## config.mk

```make
export PLATFORM = sky130hd
export DESIGN_NAME = ds_frame_arbiter
export DESIGN_NICKNAME = d
export VERILOG_FILES = /design/src/rtl/ds_frame_arbiter.sv
export SDC_FILE = /design/constraint.sdc
export NUM_CORES = 1
export LEC_CHECK = 0
export ABC_AREA = 1
export CAP_MARGIN = 40
export CORE_MARGIN = 1
export CORE_UTILIZATION = 52
export DETAILED_ROUTE_END_ITERATION = 10
export PLACE_DENSITY = 0.95
export SLEW_MARGIN = 20
export SYNTH_ARGS = -nofsm -noshare
export SYNTH_HDL_FRONTEND = slang
export SYNTH_SLANG_ARGS = --single-unit
export TNS_END_PERCENT = 10
```

## constraint.sdc

```tcl
create_clock -name clk -period 4.3 [get_ports clk]
set_clock_uncertainty 0.05 [all_clocks]
set_input_delay 0.86 -clock clk [delete_from_list [all_inputs] [get_ports clk]]
set_output_delay 0.86 -clock clk [all_outputs]
set_load 0.02 [all_outputs]
```

## src/rtl/ds_frame_arbiter.sv

```systemverilog
// Frame-granular round-robin arbiter that merges two camera streams into one downsampler input.
// Optional GRANT watchdog with timeout_err port: define DS_ARB_TIMEOUT_EN.
module ds_frame_arbiter #(
  parameter int unsigned in_width       = 240,
  parameter int unsigned in_height      = 480,
  parameter int unsigned timeout_cycles = 1024
) (
  input  logic       clk,
  input  logic       reset,
  input  logic [7:0] s0_data,
  input  logic       s0_valid,
  output logic       s0_ready,
  input  logic [7:0] s1_data,
  input  logic       s1_valid,
  output logic       s1_ready,
  output logic [7:0] m_data,
  output logic       m_valid,
  input  logic       m_ready,
  output logic       m_src,
  output logic       ds_clear,
  output logic       frame_done
`ifdef DS_ARB_TIMEOUT_EN
  ,
  output logic       timeout_err
`endif
);

  localparam int unsigned PIXELS = in_width * in_height;
  localparam int unsigned CNT_W  = (PIXELS > 1) ? $clog2(PIXELS) : 1;
  localparam logic [CNT_W-1:0] LAST_PIX = CNT_W'(PIXELS - 1);

  typedef enum logic [1:0] {
    IDLE,
    CLEAR,
    GRANT
  } state_t;

  state_t           state_q, state_d;
  logic [CNT_W-1:0] cnt_q, cnt_d;
  logic             src_q, src_d;
  logic             last_q, last_d;
  logic             sel_valid;
  logic [7:0]       sel_data;

`ifdef DS_ARB_TIMEOUT_EN
  localparam int unsigned WD_W = $clog2(timeout_cycles + 1);
  localparam logic [WD_W-1:0] WD_LAST = WD_W'(timeout_cycles - 1);
  logic [WD_W-1:0] wd_q, wd_d;
`endif

  assign m_src     = src_q;
  assign sel_valid = src_q ? s1_valid : s0_valid;
  assign sel_data  = src_q ? s1_data : s0_data;

  // Outputs are gated by reset so an abandoned frame never leaks a transfer or pulse.
  always_comb begin
    state_d    = state_q;
    cnt_d      = cnt_q;
    src_d      = src_q;
    last_d     = last_q;
    m_data     = '0;
    m_valid    = 1'b0;
    s0_ready   = 1'b0;
    s1_ready   = 1'b0;
    ds_clear   = 1'b0;
    frame_done = 1'b0;
`ifdef DS_ARB_TIMEOUT_EN
    wd_d        = wd_q;
    timeout_err = 1'b0;
`endif
    if (!reset) begin
      unique case (state_q)
        IDLE: begin
          if (s0_valid || s1_valid) begin
            src_d   = (s0_valid && s1_valid) ? ~last_q : s1_valid;
            state_d = CLEAR;
          end
        end
        CLEAR: begin
          ds_clear = 1'b1;
          cnt_d    = '0;
          state_d  = GRANT;
`ifdef DS_ARB_TIMEOUT_EN
          wd_d = '0;
`endif
        end
        GRANT: begin
          m_data   = sel_data;
          m_valid  = sel_valid;
          s0_ready = ~src_q & m_ready;
          s1_ready = src_q & m_ready;
          if (sel_valid && m_ready) begin
            if (cnt_q == LAST_PIX) begin
              frame_done = 1'b1;
              cnt_d      = '0;
              last_d     = src_q;
              state_d    = IDLE;
            end else begin
              cnt_d = cnt_q + CNT_W'(1);
            end
          end
`ifdef DS_ARB_TIMEOUT_EN
          if (sel_valid) begin
            wd_d = '0;
          end else if (wd_q == WD_LAST) begin
            timeout_err = 1'b1;
            wd_d        = '0;
            cnt_d       = '0;
            last_d      = src_q;
            state_d     = IDLE;
          end else begin
            wd_d = wd_q + WD_W'(1);
          end
`endif
        end
        default: state_d = IDLE;
      endcase
    end
  end

  always_ff @(posedge clk) begin
    if (reset) begin
      state_q <= IDLE;
      cnt_q   <= '0;
      src_q   <= 1'b0;
      last_q  <= 1'b1;
`ifdef DS_ARB_TIMEOUT_EN
      wd_q    <= '0;
`endif
    end else begin
      state_q <= state_d;
      cnt_q   <= cnt_d;
      src_q   <= src_d;
      last_q  <= last_d;
`ifdef DS_ARB_TIMEOUT_EN
      wd_q    <= wd_d;
`endif
    end
  end

endmodule

```

After elaboration in Yosys (flattened, before gate mapping)
Cells that the tools add are included.

Register bits after elaboration: 21. Latch bits: 0. Memory bits (writable): 0. ROM bits: 0. Bits of input ports: 21. Output and inout bits: 14. Word-level logic and storage cells: 48. Memories kept: 0.

Add/sub/neg operators: 1. Multipliers: 0. Div/mod/pow operators: 0. Magnitude comparators: 0. Equal/unequal tests: 6. Shifts and indexed selects: 0. Mux-type cells: 24. Bitwise logic cells: 4. Reductions and logical operators: 9.

Operator list (number): $mux W17 (2); $pmux W17 S2 (1); $mux W8 (3); $add A17 B1 Y17 const B (1); $eq A17 B17 Y1 const B (1); $mux W1 (14); $mux W2 (3); $ne A2 B2 Y1 const B (3); $pmux W2 S3 (1); $reduce_and A3 Y1 (2); $reduce_and A2 Y1 (2); $and A1 B1 Y1 (2); $eq A2 B1 Y1 const B (1); $eq A2 B2 Y1 const B (1); $logic_and A1 B1 Y1 (2); $logic_not A2 Y1 (1); $not A1 Y1 (2); $reduce_bool A2 Y1 (1); $logic_or A1 B1 Y1 (1).

Depth between registers and ports, before layout
Gate-level depths: netlist of the first run.

Depth in word-level cells: 5. Mapped depth: 11. Depth with buffers taken out: 10.

Worst setup path before layout of the first run
OpenSTA, ideal clock, no wires.

Kind: in2out. Start: input reset. End: output s1_ready. Data arrival time: 1877 ps. Required time: 3390 ps. Setup slack: 1513 ps. Stages on the path: 5. Path buffers: 2. Cells stage by stage: buf_2 > inv_1 > nand2_1 > clkbuf_1 > nor3_1.

Word-level cells in the longest chain between the ends: 1.

RTL lines: start, declared (RTL line 9) `input logic reset,`; $mux W1 (RTL line 71) `if (!reset) begin`; end, declared (RTL line 15) `output logic s1_ready,`.

Every way passes these cells.

Worst setup path after layout of the first run
Start: input reset. End: output s0_ready.

Word-level cells in the longest chain between the ends: 1.

RTL lines: $mux W1 (RTL line 71); end, declared (RTL line 12) `output logic s0_ready,`.

Every way passes these cells.

==> qor.csv, run 1 <==
stage;metric;value;unit
clock_tree;post_cts_buffers;0;
clock_tree;htree_levels;1;
job;max_cap_viol_count;0;
clock_tree;cts_buffers;3;
clock_tree;clk_pin_slew;120;ps
setup_path;cp.arrival;2750;ps
global_routing;grt_pass1_wl;5130;microns
cells_and_area;drive_gt1_share;7.97;%
timing;finalSetupViolCount;0;
setup_path;cp_max_fo;11;
synthesis;async_reset_ff_share;0;%
clock_tree;cts_tree;built;
cells_and_area;syn2layout_area_growth;27.0;%
timing;rsz0062_at_grt;false;
cells_and_area;n_antenna_cell;0;
synthesis;synth-main-ff-cell;dfxtp_1;
die;start_util;54.6;%
synthesis;yosys.area.top_type;dfxtp_1;
synthesis;synth_commonest_cells;nand2_1, nor2_1, dfxtp_1, inv_1, nand3_1;
power_and_ir_drop;leakage;0.651;nW
routing;dr.pass1.iters;4;
timing;period_share;85.1;%
timing;post-route-min-period;3660;ps
clock_tree;ctsHoldBuffers;0;
synthesis;synth_edf_count;0;
die;die_y;52.8;microns
global_routing;grt_max_degree;25;
die;core-area;0.00245;sq mm
setup_path;reg2reg_depth;8;
routing;routed_wl;3070;microns
global_routing;gr-usage-all-layers;25.0;%
synthesis;netlist_top_cells_area;dfxtp_1, nand2_1, nor2_1;
die;die_width;52.8;microns
setup_path;regToRegSetupSlack;2450;ps
routing;vias;1444;
die;dieArea;0.00278;sq mm
synthesis;synth_nets;241;
timing;fmax;0.273;GHz
routing;drc;0;
timing;slew_viol_final;0;
routing;avgViaCountPerCell;5.14;
timing;whs;449;ps
timing;worstMarginPinSlew;437;ps
placed_design;gp_congestion;0.947;
synthesis;syn_area_per_cell;6.12;sq um
timing;tns;0;ps
cells_and_area;nNetsFinal;274;
synthesis;synthCells;219;
setup_path;endpoint;s0_ready;
clock_tree;clkSinkCount;21;
routing;drtAntennaViolNets;0;
setup_path;cp-start-kind;primary input;
global_routing;antenna_found_initial;0;
global_routing;grt.overflow.total;0;
setup_path;crit_path_start;reset;
clock_tree;root_buffer;clkbuf_4;
placed_design;dp_hpwl;2370;microns
setup_path;cp-end-kind;primary output;
setup_path;critPathKind;in2out;
setup_path;critical_path_required;3390;ps
timing;hold_viol_final;0;
die;ios;35;
synthesis;ys_seq_area_share;31.4;%
setup_path;reg2reg_from;m_src;
synthesis;synth_cell_types;25;
power_and_ir_drop;cellPowerDensity;227;mW/mm^2
timing;slew_headroom;70.9;%
synthesis;synth_top_area_share;31.4;%
synthesis;yosys_register_bits;21;
clock_tree;cts_resized;0;
synthesis;yosysMostFrequentCell;nand2_1;
run_status;status;complete, no violations;
global_routing;grt_pass1_vias;1296;
hold_path;hold_class;reg2reg;
clock_tree;clkLatencyLatePin;320;ps
power_and_ir_drop;ir_drop;200;uV
routing;avgRoutedWirePerCell;10.9;microns
clock_tree;ctsLongestPathBuffers;2;
synthesis;synth_warnings;0;
die;num_rows;18;
synthesis;synth_area;0.00134;sq mm
routing;drt_iter0_markers;37;
placed_design;port_buffers;34;
setup_path;r2r_end;cnt_q[0];
==> layout make-up <==
| cell class | count | area (sq um) |
|---|---|---|
| flip-flops and latches | 21 | 420 |
| repair buffers | 34 | 340 |
| well taps | 30 | 37.5 |
| multi-input cells | 169 | 791 |
| clock buffers | 4 | 26.3 |
| fillers | 205 | 753 |
| inverters | 23 | 86.3 |
==> how the worst min path moves through the flow <==
stage / from / to / slack, ps / cells past startpoint
2_1_floorplan: last_q / last_q / 380 / 2
3_3_place_gp: last_q / last_q / 420 / 2
3_5_place_dp: last_q / last_q / 420 / 2
4_1_cts: last_q / last_q / 440 / 2
5_1_grt: cnt_q[0] / cnt_q[0] / 490 / 2
6_report: last_q / last_q / 450 / 2
==> through the flow <==
step	std cells	area (sq um)	power (mW)	setup slack (ps)	utilization (%)
after floorplan	219	1340	0.261	1510	-
after global placement	277	1680	0.289	709	68.2
after detailed placement	277	1680	0.291	664	68.2
after CTS	281	1700	0.388	662	69.3
after global routing	281	1700	0.402	499	69.3
final	281	1700	0.387	640	69.3
==> flip-flops by register name, indices dropped and copies added, names as in the netlist <==
| register | cells |
|---|---|
| state_q | 2 |
| cnt_q | 17 |
| m_src | 1 |
| last_q | 1 |
==> layout by cell type (no fill, tap or decap), types with 5 or more instances in the layout <==
master           Yosys  final
nand4_1              6      6
clkdlybuf4s50_1      0     34
nor3_1               6      6
nand2_2              7      7
nor2_1              33     33
inv_1               19     19
dfxtp_1             21     21
nand3_1             18     18
a21oi_1             15     15
nand2_1             66     66
xor2_1               5      5
==> power by group <==
group / switching, mW / total (mW) / leakage [nW] / internal, mW
registers: 0.00578 / 0.205 / 0.170 / 0.199
logic: 0.0449 / 0.0811 / 0.466 / 0.0362
clock network: 0.0645 / 0.101 / 0.0150 / 0.0364
==> critical path: stages <==
cell and delay [ps]:
clkdlybuf4s50_1 540, inv_1 240, nand2_1 260, nor3_1 210
clkdlybuf4s50_1 630
==> layer usage <==
metal  wire length, microns  up-vias  track usage (%)
li1                       -      755                -
met1                   1400      632             29.0
met2                   1410       53             42.2
met3                    221        4             7.25
met4                     35        0             10.5
met5                      0        -                0
==> logic make-up after synthesis <==
logic type | synth area share, %
AND/OR/NAND/NOR | 48.1
buffers and inverters | 9.62
flip-flops | 31.4
AO/OA/AOI/OAI | 6.72
XOR/XNOR | 3.27
adder cells (fa/ha/maj) | 0.934
(Power assumes the default switching activity.)
==> inputs of run 2 (changes only) <==
SLEW_MARGIN = not set   (was 20)
==> results of run 2 <==
The final DEF is identical to that of run 1; final timing and power are the same.
